$ cat src/rtl/div_mse_pkg.sv
// Shared types and constants for the divider error-statistics stage.
package div_mse_pkg;

   localparam int unsigned Q_W_DEF   = 8;
   localparam int unsigned CNT_W_DEF = 9;
   localparam int unsigned ACC_W_DEF = 24;

   typedef enum logic [1:0] {
      ST_IDLE  = 2'd0,
      ST_RUN   = 2'd1,
      ST_DRAIN = 2'd2,
      ST_DONE  = 2'd3
   } state_e;

   // Largest value a w-bit saturating accumulator may hold.
   function automatic logic [63:0] sat_limit(input int unsigned w);
      if (w >= 64) return '1;
      return (64'd1 << w) - 64'd1;
   endfunction

endpackage

$ cat src/rtl/div_sq_err.sv
// Combinational error terms for one approximate/exact operand pair.
module div_sq_err #(
   parameter int unsigned W = 8
) (
   input  logic [W-1:0]   a_i,
   input  logic [W-1:0]   b_i,
   output logic [W-1:0]   abs_c_o,
   output logic [2*W-1:0] sq_c_o,
   output logic           ne_c_o
);

   localparam int unsigned SQ_W = 2 * W;

   logic [W:0] diff_c;

   // Signed W+1-bit difference; magnitude always fits in W bits.
   always_comb begin
      diff_c  = {1'b0, a_i} - {1'b0, b_i};
      abs_c_o = diff_c[W] ? W'(-diff_c) : W'(diff_c);
      sq_c_o  = SQ_W'(abs_c_o) * SQ_W'(abs_c_o);
      ne_c_o  = (a_i != b_i);
   end

endmodule

$ cat src/rtl/div_mse_accumulator.sv
// Batch squared-error / peak-error / mismatch accumulator for the approximate divider.
// Optional remainder statistics are enabled with the DIV_MSE_REM_EN macro.
module div_mse_accumulator
   import div_mse_pkg::*;
#(
   parameter int unsigned Q_W   = Q_W_DEF,
   parameter int unsigned CNT_W = CNT_W_DEF,
   parameter int unsigned ACC_W = ACC_W_DEF
) (
   input  logic             clk,
   input  logic             rst_n,
   input  logic             start,
   input  logic [CNT_W-1:0] n_samples,
   input  logic             in_valid,
   output logic             in_ready,
   input  logic [Q_W-1:0]   q_apx,
   input  logic [Q_W-1:0]   q_ref,
   input  logic [Q_W-1:0]   r_apx,
   input  logic [Q_W-1:0]   r_ref,
   output logic             busy,
   output logic             done,
   input  logic             ack,
   output logic [ACC_W-1:0] sq_err_sum,
   output logic [Q_W-1:0]   max_abs_err,
   output logic [CNT_W-1:0] mis_count,
   output logic             sat
`ifdef DIV_MSE_REM_EN
   ,
   output logic [ACC_W-1:0] rem_sq_err_sum,
   output logic [Q_W-1:0]   rem_max_abs_err
`endif
);

   localparam int unsigned SQ_W  = 2 * Q_W;
   localparam int unsigned SUM_W = ((ACC_W > SQ_W) ? ACC_W : SQ_W) + 1;
   localparam logic [SUM_W-1:0] LIMIT = SUM_W'(sat_limit(ACC_W));

   state_e           state_q, state_d;
   logic [CNT_W-1:0] cnt_q, cnt_d, n_q, n_d, cnt_inc_c;
   logic             in_ready_q, busy_q, done_q;
   logic             accept_c, clear_c;

   logic             s1_valid_q, s1_valid_d;
   logic [Q_W-1:0]   s1_abs_q, s1_abs_d;
   logic [SQ_W-1:0]  s1_sq_q, s1_sq_d;
   logic             s1_ne_q, s1_ne_d;
   logic [ACC_W-1:0] sum_q, sum_d;
   logic [SUM_W-1:0] sum_ext_c;
   logic [Q_W-1:0]   max_q, max_d;
   logic [CNT_W-1:0] mis_q, mis_d;
   logic             sat_q, sat_d;

   logic [Q_W-1:0]   q_abs_c;
   logic [SQ_W-1:0]  q_sq_c;
   logic             q_ne_c;

   div_sq_err #(.W(Q_W)) u_q_err (
      .a_i     (q_apx),
      .b_i     (q_ref),
      .abs_c_o (q_abs_c),
      .sq_c_o  (q_sq_c),
      .ne_c_o  (q_ne_c)
   );

`ifdef DIV_MSE_REM_EN
   logic [Q_W-1:0]   r_abs_c;
   logic [SQ_W-1:0]  r_sq_c;
   logic             r_ne_c;
   logic [Q_W-1:0]   s1_rabs_q, s1_rabs_d;
   logic [SQ_W-1:0]  s1_rsq_q, s1_rsq_d;
   logic [ACC_W-1:0] rsum_q, rsum_d;
   logic [SUM_W-1:0] rsum_ext_c;
   logic [Q_W-1:0]   rmax_q, rmax_d;

   div_sq_err #(.W(Q_W)) u_r_err (
      .a_i     (r_apx),
      .b_i     (r_ref),
      .abs_c_o (r_abs_c),
      .sq_c_o  (r_sq_c),
      .ne_c_o  (r_ne_c)
   );
`else
   logic unused_rem;
   assign unused_rem = ^{r_apx, r_ref};
`endif

   assign accept_c  = in_valid & in_ready_q;
   assign cnt_inc_c = cnt_q + CNT_W'(1);

   // Batch control: DRAIN holds until the last stage-1 sample has been folded in.
   always_comb begin
      state_d = state_q;
      cnt_d   = cnt_q;
      n_d     = n_q;
      clear_c = 1'b0;
      case (state_q)
         ST_IDLE, ST_DONE: begin
            if (start) begin
               state_d = ST_RUN;
               clear_c = 1'b1;
               cnt_d   = '0;
               n_d     = (n_samples == '0) ? CNT_W'(1) : n_samples;
            end else if (ack && state_q == ST_DONE) begin
               state_d = ST_IDLE;
            end
         end
         ST_RUN: begin
            if (accept_c) begin
               cnt_d = cnt_inc_c;
               if (cnt_inc_c == n_q) state_d = ST_DRAIN;
            end
         end
         ST_DRAIN: begin
            if (!s1_valid_q) state_d = ST_DONE;
         end
         default: state_d = ST_IDLE;
      endcase
   end

   // Two-stage datapath: capture error terms, then saturating accumulate.
   always_comb begin
      s1_valid_d = accept_c;
      s1_abs_d   = s1_abs_q;
      s1_sq_d    = s1_sq_q;
      s1_ne_d    = s1_ne_q;
      sum_d      = sum_q;
      max_d      = max_q;
      mis_d      = mis_q;
      sat_d      = sat_q;
      sum_ext_c  = SUM_W'(sum_q) + SUM_W'(s1_sq_q);
`ifdef DIV_MSE_REM_EN
      s1_rabs_d  = s1_rabs_q;
      s1_rsq_d   = s1_rsq_q;
      rsum_d     = rsum_q;
      rmax_d     = rmax_q;
      rsum_ext_c = SUM_W'(rsum_q) + SUM_W'(s1_rsq_q);
`endif
      if (accept_c) begin
         s1_abs_d = q_abs_c;
         s1_sq_d  = q_sq_c;
         s1_ne_d  = q_ne_c;
`ifdef DIV_MSE_REM_EN
         s1_rabs_d = r_abs_c;
         s1_rsq_d  = r_sq_c;
`endif
      end
      if (clear_c) begin
         sum_d = '0;
         max_d = '0;
         mis_d = '0;
         sat_d = 1'b0;
`ifdef DIV_MSE_REM_EN
         rsum_d = '0;
         rmax_d = '0;
`endif
      end else if (s1_valid_q) begin
         if (sum_ext_c > LIMIT) begin
            sum_d = ACC_W'(LIMIT);
            sat_d = 1'b1;
         end else begin
            sum_d = ACC_W'(sum_ext_c);
         end
         if (s1_abs_q > max_q) max_d = s1_abs_q;
         mis_d = mis_q + CNT_W'(s1_ne_q);
`ifdef DIV_MSE_REM_EN
         if (rsum_ext_c > LIMIT) begin
            rsum_d = ACC_W'(LIMIT);
            sat_d  = 1'b1;
         end else begin
            rsum_d = ACC_W'(rsum_ext_c);
         end
         if (s1_rabs_q > rmax_q) rmax_d = s1_rabs_q;
`endif
      end
   end

   always_ff @(posedge clk or negedge rst_n) begin
      if (!rst_n) begin
         state_q    <= ST_IDLE;
         cnt_q      <= '0;
         n_q        <= '0;
         in_ready_q <= 1'b0;
         busy_q     <= 1'b0;
         done_q     <= 1'b0;
         s1_valid_q <= 1'b0;
         s1_abs_q   <= '0;
         s1_sq_q    <= '0;
         s1_ne_q    <= 1'b0;
         sum_q      <= '0;
         max_q      <= '0;
         mis_q      <= '0;
         sat_q      <= 1'b0;
`ifdef DIV_MSE_REM_EN
         s1_rabs_q  <= '0;
         s1_rsq_q   <= '0;
         rsum_q     <= '0;
         rmax_q     <= '0;
`endif
      end else begin
         state_q    <= state_d;
         cnt_q      <= cnt_d;
         n_q        <= n_d;
         in_ready_q <= (state_d == ST_RUN);
         busy_q     <= (state_d == ST_RUN) || (state_d == ST_DRAIN);
         done_q     <= (state_d == ST_DONE);
         s1_valid_q <= s1_valid_d;
         s1_abs_q   <= s1_abs_d;
         s1_sq_q    <= s1_sq_d;
         s1_ne_q    <= s1_ne_d;
         sum_q      <= sum_d;
         max_q      <= max_d;
         mis_q      <= mis_d;
         sat_q      <= sat_d;
`ifdef DIV_MSE_REM_EN
         s1_rabs_q  <= s1_rabs_d;
         s1_rsq_q   <= s1_rsq_d;
         rsum_q     <= rsum_d;
         rmax_q     <= rmax_d;
`endif
      end
   end

   assign in_ready    = in_ready_q;
   assign busy        = busy_q;
   assign done        = done_q;
   assign sq_err_sum  = sum_q;
   assign max_abs_err = max_q;
   assign mis_count   = mis_q;
   assign sat         = sat_q;
`ifdef DIV_MSE_REM_EN
   assign rem_sq_err_sum  = rsum_q;
   assign rem_max_abs_err = rmax_q;
`endif

endmodule

$ cat config.mk
export PLATFORM = sky130hd
export DESIGN_NAME = div_mse_accumulator
export DESIGN_NICKNAME = d
export VERILOG_FILES = /design/src/rtl/div_mse_pkg.sv /design/src/rtl/div_sq_err.sv /design/src/rtl/div_mse_accumulator.sv
export SDC_FILE = /design/constraint.sdc
export NUM_CORES = 1
export LEC_CHECK = 0
export ABC_AREA = 1
export BUFFER_PORTS_ARGS = -buffer_cell sky130_fd_sc_hd__buf_4
export CORE_MARGIN = 4
export CORE_UTILIZATION = 50
export DETAILED_ROUTE_END_ITERATION = 6
export PLACE_DENSITY = 0.79
export SYNTH_ARGS = -nofsm -noshare
export SYNTH_HDL_FRONTEND = slang
export SYNTH_SLANG_ARGS = --single-unit
$ cat constraint.sdc
create_clock -name clk -period 2.8 [get_ports clk]
set_input_delay 0.14 -clock clk [delete_from_list [all_inputs] [get_ports clk]]
set_output_delay 0.14 -clock clk [all_outputs]
set_load 0.01 [all_outputs]
==> flow_summary.json, run 1 <==
{
  "rsz0062_at_grt": "true",
  "antenna_cells": 0,
  "gp_congestion": 0.925,
  "muxShareOfSynthArea_pct": 0.274,
  "placed_cell_area_mm2": 0.00884,
  "grt_util_all_layers_pct": 23.1,
  "layout-area-overhead-vs-synth_pct": 30.0,
  "dieArea_mm2": 0.0166,
  "violations": "negative setup slack",
  "clock_skew_ns": 0.00943,
  "path_max_fanout": 4,
  "dp_hpwl_um": 14300,
  "ant_nets": 0,
  "holdCritStartpoint": "n_samples[1]",
  "synth_area_mm2": 0.00731,
  "netlist_instances": 956,
  "num-fill-cells": 1107,
  "drtPass1Iterations": 5,
  "wire_per_inst_um": 14.5,
  "fin_crit_sh_pct": 171,
  "ff2ff_path_depth": 15,
  "grt_pass1_wl_um": 31700,
  "cp.required_ns": 3.06,
  "yosysMostFrequentCell": "nand2_1",
  "hold_violations": 0,
  "clock_latency_ns": 0.34,
  "synth_top_flop_cell": "dfrtp_1",
  "cts.path.max_buffers": 2,
  "synth_fa_ha_area_share_pct": 19.1,
  "yosys.area.top_type_share_pct": 30.5,
  "synth_seq_cells": 89,
  "synth-edff-count": 0,
  "h-tree-depth": 3,
  "drv_cap": 0,
  "synth_commonest_cells": "nand2_1, inv_1, dfrtp_1",
  "min_period_ns": 4.79,
  "status": "complete, but fails checks",
  "finalSetupViolations": 12,
  "yosysSeqAreaShare_pct": 30.5,
  "drc_errors": 0,
  "syn_nets": 1098,
  "rows": 43,
  "synthXorXnorAreaFrac_pct": 3.73,
  "min_path_cells": 3,
  "utilization_pct": 67.4,
  "critPathLaunch": "q_apx[0]",
  "root_buffer": "clkbuf_16",
  "coreArea_mm2": 0.0141,
  "yosysUniqueCellTypes": 45,
  "yosys-top-cells-area": "dfrtp_1, ha_1, nand2_1",
  "start_util_pct": 51.8,
  "path_clk_slew_ns": 0.07,
  "clock-sinks": 89,
  "synth_top_area_cell": "dfrtp_1",
  "pin_count": 91,
  "slew_headroom_pct": 55.1,
  "avgSynthCellArea_um2": 7.64,
  "routed_wirelength_um": 19000,
  "holdCritPathClass": "in -> reg",
  "io_buffers": 74,
  "cts_tree": "built",
  "worstMarginPinSlew_ns": 0.673,
  "critPathArrivalTime_ns": 5.05,
  "final_cell_area_mm2": 0.00950,
  "die-height_um": 129,
  "final_net_count": 1266,
  "drt_iter0_markers": 487,
  "drv_slew": 0,
  "startpoint_type": "primary input",
  "worst_r2r_startpoint": "cnt_q[0]",
  "worstSetupEndpointType": "flip-flop",
  "grt_antenna_before_repair": 0,
  "ys_async_sr_fraction_pct": 100,
  "final_cell_count_no_fill": 1309,
  "r2r_slack_ns": 0.40,
  "worstSetupPathType": "in -> reg",
  "vias_per_cell": 5.33,
  "synth_compound_area_share_pct": 12.1,
  "via_count": 6972,
  "fin_ws_ns": -1.99,
  "fmax_mhz": 209,
  "numCtsBuffers": 9,
  "placed_cells_incl_taps": 1281,
  "die_x_um": 129,
  "drive_above_1_share_pct": 26.8,
  "synth_simple_gate_area_share_pct": 25.5,
  "gr-total-overflow": 0,
  "synth_top_family_by_area": "simple AND/OR/NAND/NOR gates",
  "yosysWarnings": 0,
  "grt_start_max_net_pins": 54,
  "grt_pass1_vias": 6949
}
cell usage in the layout (no fill, tap or decap), types with 14 or more instances in the layout:
cell and instances:
fa_1 20, nor2_1 56, ha_1 60, nand2_2 17
a21oi_1 40, inv_2 16, inv_1 129, dfrtp_1 89
o211ai_1 14, buf_4 167, nand3_1 71, o21ai_0 50
nand2_1 207
cell type report:
cell class	instances	area (um^2)	area share, %
clock inverters	6	78.8	0.830
flip-flops and latches	89	2230	23.4
multi-input cells	699	4800	50.5
repair buffers	175	1350	14.2
clock buffers	10	239	2.52
inverters	150	588	6.19
well taps	180	225	2.37
critical path, cell delays in order:
cell and delay (ns):
buf_8 0.09, inv_12 0.03, ha_4 0.15, inv_4 0.05, fa_2 0.43, inv_2 0.11, nand2_2 0.06, nor2_1 0.08
nand3_1 0.09, nor2_2 0.19, nand3b_1 0.17, nand2_4 0.06, inv_2 0.09, nor2_2 0.05, buf_4 0.13, fa_1 0.47
fa_2 0.59, inv_2 0.04, fa_2 0.43, fa_1 0.56, inv_2 0.05, ha_4 0.30, nand2_2 0.09, nor2_1 0.19
a21oi_1 0.11, xor2_1 0.16, o21ai_1 0.13
registers in the layout, summed over array words and instances, names as in the netlist, 2 cells and up:
signal / flops
state_q: 2
max_abs_err: 8
sq_err_sum: 24
mis_count: 9
s1_sq_q: 14
cnt_q: 9
n_q: 9
s1_abs_q: 8
stage by stage:
stage          hold WS [ns]  setup slack [ns]  TNS (ns)
2_1_floorplan        -0.156             -2.02    -21.07
5_1_grt              0.0441             -2.29    -24.18
6_report             0.0286             -1.99    -21.19
3_5_place_dp          0.223             -2.43    -26.50
3_3_place_gp          0.215             -2.27    -24.89
4_1_cts              0.0227             -1.94    -20.62
timing repair:
action,4_1_cts,5_1_grt
pin swaps,22,20
setup buffers,7,4
endpoints found under the hold margin,51,0
gates resized for setup,30,31
hold buffers,1,0
setup endpoints to repair,12,12
cell families (layout without fill, tap and decap cells):
family | Yosys count | after routing
compound gates | 154 | 154
mux | 2 | 2
fa+ha+maj | 96 | 96
xor+xnor | 26 | 26
buf+inv | 168 | 341
flops | 89 | 89
simple gates | 421 | 421
worst paths after layout:
path	endpoint
max	s1_sq_q[9]
min	n_q[1]
max reg2reg	busy
min reg2reg	sat
max in group asynchronous	s1_sq_q[6]
min in group asynchronous	sat
layer usage:
| layer | share of wire, % | up-vias | track usage, % |
|---|---|---|---|
| li1 | - | 3459 | - |
| met5 | 0 | - | 0 |
| met3 | 3.9 | 44 | 3.20 |
| met4 | 3.0 | 0 | 9.20 |
| met1 | 41 | 3292 | 27.9 |
| met2 | 52 | 177 | 41.5 |
Power of run 1 is not shown: default switching activity piles up to over one toggle a cycle in this logic, so the estimate is an artifact.
==> run 2, diff against run 1 <==
--- a/config.mk
+++ b/config.mk
@@ -6,11 +6,11 @@
 export NUM_CORES = 1
 export LEC_CHECK = 0
 export ABC_AREA = 1
-export BUFFER_PORTS_ARGS = -buffer_cell sky130_fd_sc_hd__buf_4
 export CORE_MARGIN = 4
 export CORE_UTILIZATION = 50
 export DETAILED_ROUTE_END_ITERATION = 6
-export PLACE_DENSITY = 0.79
+export DONT_BUFFER_PORTS = 1
+export PLACE_DENSITY = 0.74
 export SYNTH_ARGS = -nofsm -noshare
 export SYNTH_HDL_FRONTEND = slang
 export SYNTH_SLANG_ARGS = --single-unit
==> run 2 against run 1 <==
The flow still finishes with violations (negative setup slack). Via count decreased by 4.0%. Global-route usage is 1.7 points lower. Non-clock buffer count is 61 lower. Cell count is 4.7% lower. Utilization is 3.0 points lower. Critical path type unchanged. Flip-flop and latch count is the same. Clock-buffer cell count is 1 higher. Critical path depth is 4 higher. Clock skew fell by 0.00083 ns.
==> flow_summary.json, run 2 (same netlist as run 1, synthesis figures left out) <==
{
  "fin_ws_ns": -1.92,
  "die-height_um": 129,
  "gp_congestion": 0.864,
  "via_count": 6695,
  "worst_r2r_startpoint": "sq_err_sum[0]",
  "final_cell_mix": "nand2_1, inv_1, buf_4, dfrtp_1, nand3_1",
  "root_buffer": "clkbuf_16",
  "cts.path.max_buffers": 2,
  "worstSetupEndpointType": "flip-flop",
  "pre_cts_slack_ns": -2.20,
  "rsz0062_at_grt": "true",
  "coreArea_mm2": 0.0141,
  "wire_per_inst_um": 14.4,
  "slowest_stage": "fa_2",
  "path_clk_slew_ns": 0.06,
  "critPathArrivalTime_ns": 4.95,
  "startpoint_type": "primary input",
  "vias_per_cell": 5.37,
  "holdCritPathClass": "in -> reg",
  "crit_buf_inv": 7,
  "start_util_pct": 51.8,
  "numCtsBuffers": 9,
  "worstMarginPinSlew_ns": 0.536,
  "path_max_fanout": 4,
  "io_buffers": 0,
  "drv_cap": 0,
  "finalSetupViolations": 12,
  "path_delay_family": "adder cells",
  "largest_reg_flops": 24,
  "drv_slew": 0,
  "routed_wirelength_um": 17900,
  "grt_util_all_layers_pct": 21.4,
  "cp.required_ns": 3.02,
  "slowest_delay_ns": 0.58,
  "clock_latency_ns": 0.34,
  "final_common_cell": "nand2_1",
  "slew_headroom_pct": 64.0,
  "rows": 43,
  "final_net_count": 1205,
  "ant_nets": 0,
  "dp_hpwl_um": 13400,
  "grt_pass1_vias": 6547,
  "status": "complete, but fails checks",
  "grt_pass1_wl_um": 29400,
  "holdCritStartpoint": "n_samples[2]",
  "final_cell_area_mm2": 0.00908,
  "placed_cell_area_mm2": 0.00833,
  "worstSetupPathType": "in -> reg",
  "violations": "negative setup slack",
  "min_period_ns": 4.72,
  "clock-sinks": 89,
  "dieArea_mm2": 0.0166,
  "drc_errors": 0,
  "grt_antenna_before_repair": 0,
  "layout-area-overhead-vs-synth_pct": 24.3,
  "die_x_um": 129,
  "clock_skew_ns": 0.00859,
  "gr-total-overflow": 0,
  "antenna_cells": 0,
  "hold_violations": 0,
  "h-tree-depth": 3,
  "drt_iter0_markers": 305,
  "cts_tree": "built",
  "critPathLaunch": "q_apx[0]",
  "pin_count": 91,
  "grt_start_max_net_pins": 90,
  "fmax_mhz": 212,
  "drtPass1Iterations": 5,
  "drive_above_1_share_pct": 22.0,
  "fin_crit_sh_pct": 169
}
## run 2: cell types whose count changed in the layout (fill, tap and decap cells not counted), moves of 3 or more
cell	previous run	this run
nand3_1	71	67
nand3_2	8	11
buf_4	167	95
dlygate4sd3_1	1	10
## run 2: area by class of cell
type	instances	area [um^2]
Clock buffer	11	243
Clock inverter	4	28.8
Fill cell	1150	5010
Inverter	150	593
Multi-Input combinational cell	699	4820
Sequential cell	89	2230
Tap cell	180	225
Timing Repair Buffer	114	948
## run 2: path summary, 6_finish.rpt
path / slack (ns) / to / cells past startpoint
min: 0.04 / n_q[2] / 2
max reg2reg: 0.37 / sq_err_sum[18] / 11
max in group asynchronous: 2.05 / max_abs_err[2] / 2
min in group asynchronous: 0.37 / sq_err_sum[17] / 2
min reg2reg: 0.49 / s1_sq_q[5] / 2
max: -1.92 / s1_sq_q[15] / 31
## run 2: metal layers
metal,wire (um),vias up,track usage (%)
met1,7610,3166,26.6
met4,530,0,8.34
li1,-,3349,-
met5,0,-,0
met3,763,39,3.28
met2,8990,141,37.5
## run 2: per-stage QoR
stage | TNS, ns | util (%) | cells | hold slack [ns]
finish | -20.06 | 64.4 | 1247 | 0.0411
global placement | -22.91 | 59.1 | 1210 | -0.154
global route | -23.04 | 64.4 | 1247 | 0.0497
CTS | -19.09 | 62.7 | 1242 | 0.0248
detailed placement | -23.92 | 59.1 | 1210 | -0.154
floorplan | -21.07 | - | 956 | -0.156
## run 2: timing repair
item	4_1_cts	5_1_grt
hold buffers	11	0
gates resized for setup	18	49
endpoints found under the hold margin	98	0
pin swaps	10	32
setup endpoints to repair	12	13
setup buffers	6	5
Power of run 2 is left out for the same reason.
==> run 3, diff against run 2 <==
--- a/config.mk
+++ b/config.mk
@@ -11,6 +11,7 @@
 export DETAILED_ROUTE_END_ITERATION = 6
 export DONT_BUFFER_PORTS = 1
 export PLACE_DENSITY = 0.74
+export SETUP_SLACK_MARGIN = 0.15
 export SYNTH_ARGS = -nofsm -noshare
 export SYNTH_HDL_FRONTEND = slang
 export SYNTH_SLANG_ARGS = --single-unit
==> run 3 against run 2 <==
Via count about the same. Clock skew about the same. Register-to-register slack better by 0.03 ns. Largest cell class unchanged. Clock-buffer cell count did not move. Utilization rose by 0.14 points. Maximum frequency barely moved. Sequential share of layout area is 0.054 points lower. The flow still finishes with violations (negative setup slack). Cell count stayed put. Design area up 0.22%.
==> flow_summary.json, run 3 (same netlist as run 1, synthesis figures left out) <==
{
  "worstSetupPathType": "in -> reg",
  "min_path_cells": 2,
  "grt_pass1_vias": 6547,
  "drv_cap": 0,
  "dieArea_mm2": 0.0166,
  "crit_top_cell": "nand2_2",
  "h-tree-depth": 3,
  "start_util_pct": 51.8,
  "via_count": 6694,
  "cts.path.max_buffers": 2,
  "slowest_stage": "fa_1",
  "violations": "negative setup slack",
  "crit_cells": 30,
  "fmax_mhz": 212,
  "ant_nets": 0,
  "slew_headroom_pct": 62.3,
  "numCtsBuffers": 9,
  "die-height_um": 129,
  "routed_wirelength_um": 18000,
  "drt_iter0_markers": 332,
  "fin_crit_sh_pct": 169,
  "dp_hpwl_um": 13400,
  "layout-area-overhead-vs-synth_pct": 24.6,
  "antenna_cells": 0,
  "largest_reg_flops": 24,
  "grt_pass1_wl_um": 29400,
  "grt_start_max_net_pins": 90,
  "drv_slew": 0,
  "slowest_delay_ns": 0.56,
  "min_period_ns": 4.73,
  "path_clk_slew_ns": 0.06,
  "wire_per_inst_um": 14.4,
  "whs_ns": 0.0415,
  "rsz0062_at_grt": "true",
  "path_max_fanout": 4,
  "drtPass1Iterations": 5,
  "root_buffer": "clkbuf_16",
  "die_x_um": 129,
  "cp.required_ns": 3.02,
  "finalSetupViolations": 12,
  "gr-total-overflow": 0,
  "worstSetupEndpointType": "flip-flop",
  "r2r_slack_ns": 0.40,
  "cts_tree": "built",
  "path_delay_family": "adder cells",
  "coreArea_mm2": 0.0141,
  "rows": 43,
  "final_cell_mix": "nand2_1, inv_1, buf_4, dfrtp_1, nand3_1",
  "clock_skew_ns": 0.00859,
  "ff2ff_path_depth": 11,
  "pin_count": 91,
  "worstMarginPinSlew_ns": 0.561,
  "pre_cts_slack_ns": -2.20,
  "startpoint_type": "primary input",
  "final_common_cell": "nand2_1",
  "status": "complete, but fails checks",
  "drc_errors": 0,
  "fin_ws_ns": -1.93,
  "grt_util_all_layers_pct": 21.4,
  "clock_latency_ns": 0.34,
  "clock-sinks": 89,
  "utilization_pct": 64.6,
  "final_cell_area_mm2": 0.00910,
  "gp_congestion": 0.864,
  "grt_antenna_before_repair": 0,
  "final_net_count": 1205,
  "critPathArrivalTime_ns": 4.95,
  "crit_buf_inv": 8,
  "holdCritPathClass": "in -> reg",
  "drive_above_1_share_pct": 22.1,
  "io_buffers": 0,
  "vias_per_cell": 5.37,
  "hold_violations": 0,
  "placed_cell_area_mm2": 0.00833
}
==> run 3: metrics by stage <==
step	setup TNS [ns]	std cells
final	-20.03	1247
after global routing	-22.97	1247
after CTS	-19.09	1242
after detailed placement	-23.92	1210
after global placement	-22.91	1210
after floorplan	-21.07	956
==> run 3: repair_timing <==
item / in CTS / in global routing
hold buffers: 11 / 0
pin swaps: 10 / 33
setup buffers: 6 / 5
gates resized for setup: 18 / 53
endpoints found under the hold margin: 98 / 0
setup endpoints to repair: 12 / 22
==> run 3: final timing paths <==
kind,start,end
max,q_apx[0],s1_sq_q[15]
min,n_samples[2],n_q[2]
max reg2reg,sq_err_sum[0],sq_err_sum[7]
min reg2reg,s1_sq_q[5],s1_sq_q[5]
max in group asynchronous,rst_n,s1_abs_q[5]
min in group asynchronous,rst_n,sq_err_sum[17]
==> run 3: area by class of cell <==
type	count	area [um^2]
Fill cell	1145	4990
Tap cell	180	225
Timing Repair Buffer	114	952
Sequential cell	89	2230
Multi-Input combinational cell	699	4830
Inverter	150	593
Clock buffer	11	243
Clock inverter	4	28.8
==> run 3: per-layer routing <==
| metal | vias to the layer above | share of wire (%) | track usage, % |
|---|---|---|---|
| li1 | 3346 | - | - |
| met1 | 3176 | 43 | 26.6 |
| met2 | 133 | 50 | 37.5 |
| met3 | 39 | 4.0 | 3.28 |
| met4 | 0 | 3.0 | 8.34 |
| met5 | - | 0 | 0 |
==> run 3: worst reg2reg max path, cell delays in order, from the launching register on <==
cell and delay, ns:
dfrtp_1 0.45, ha_1 0.29, ha_1 0.21, nand2_1 0.06
inv_1 0.05, o21ai_1 0.12, nand2_1 0.11, a21oi_1 0.34
o21ai_4 0.16, nand3_2 0.22, buf_12 0.19, o211ai_1 0.09
Power of run 3 is left out for the same reason.
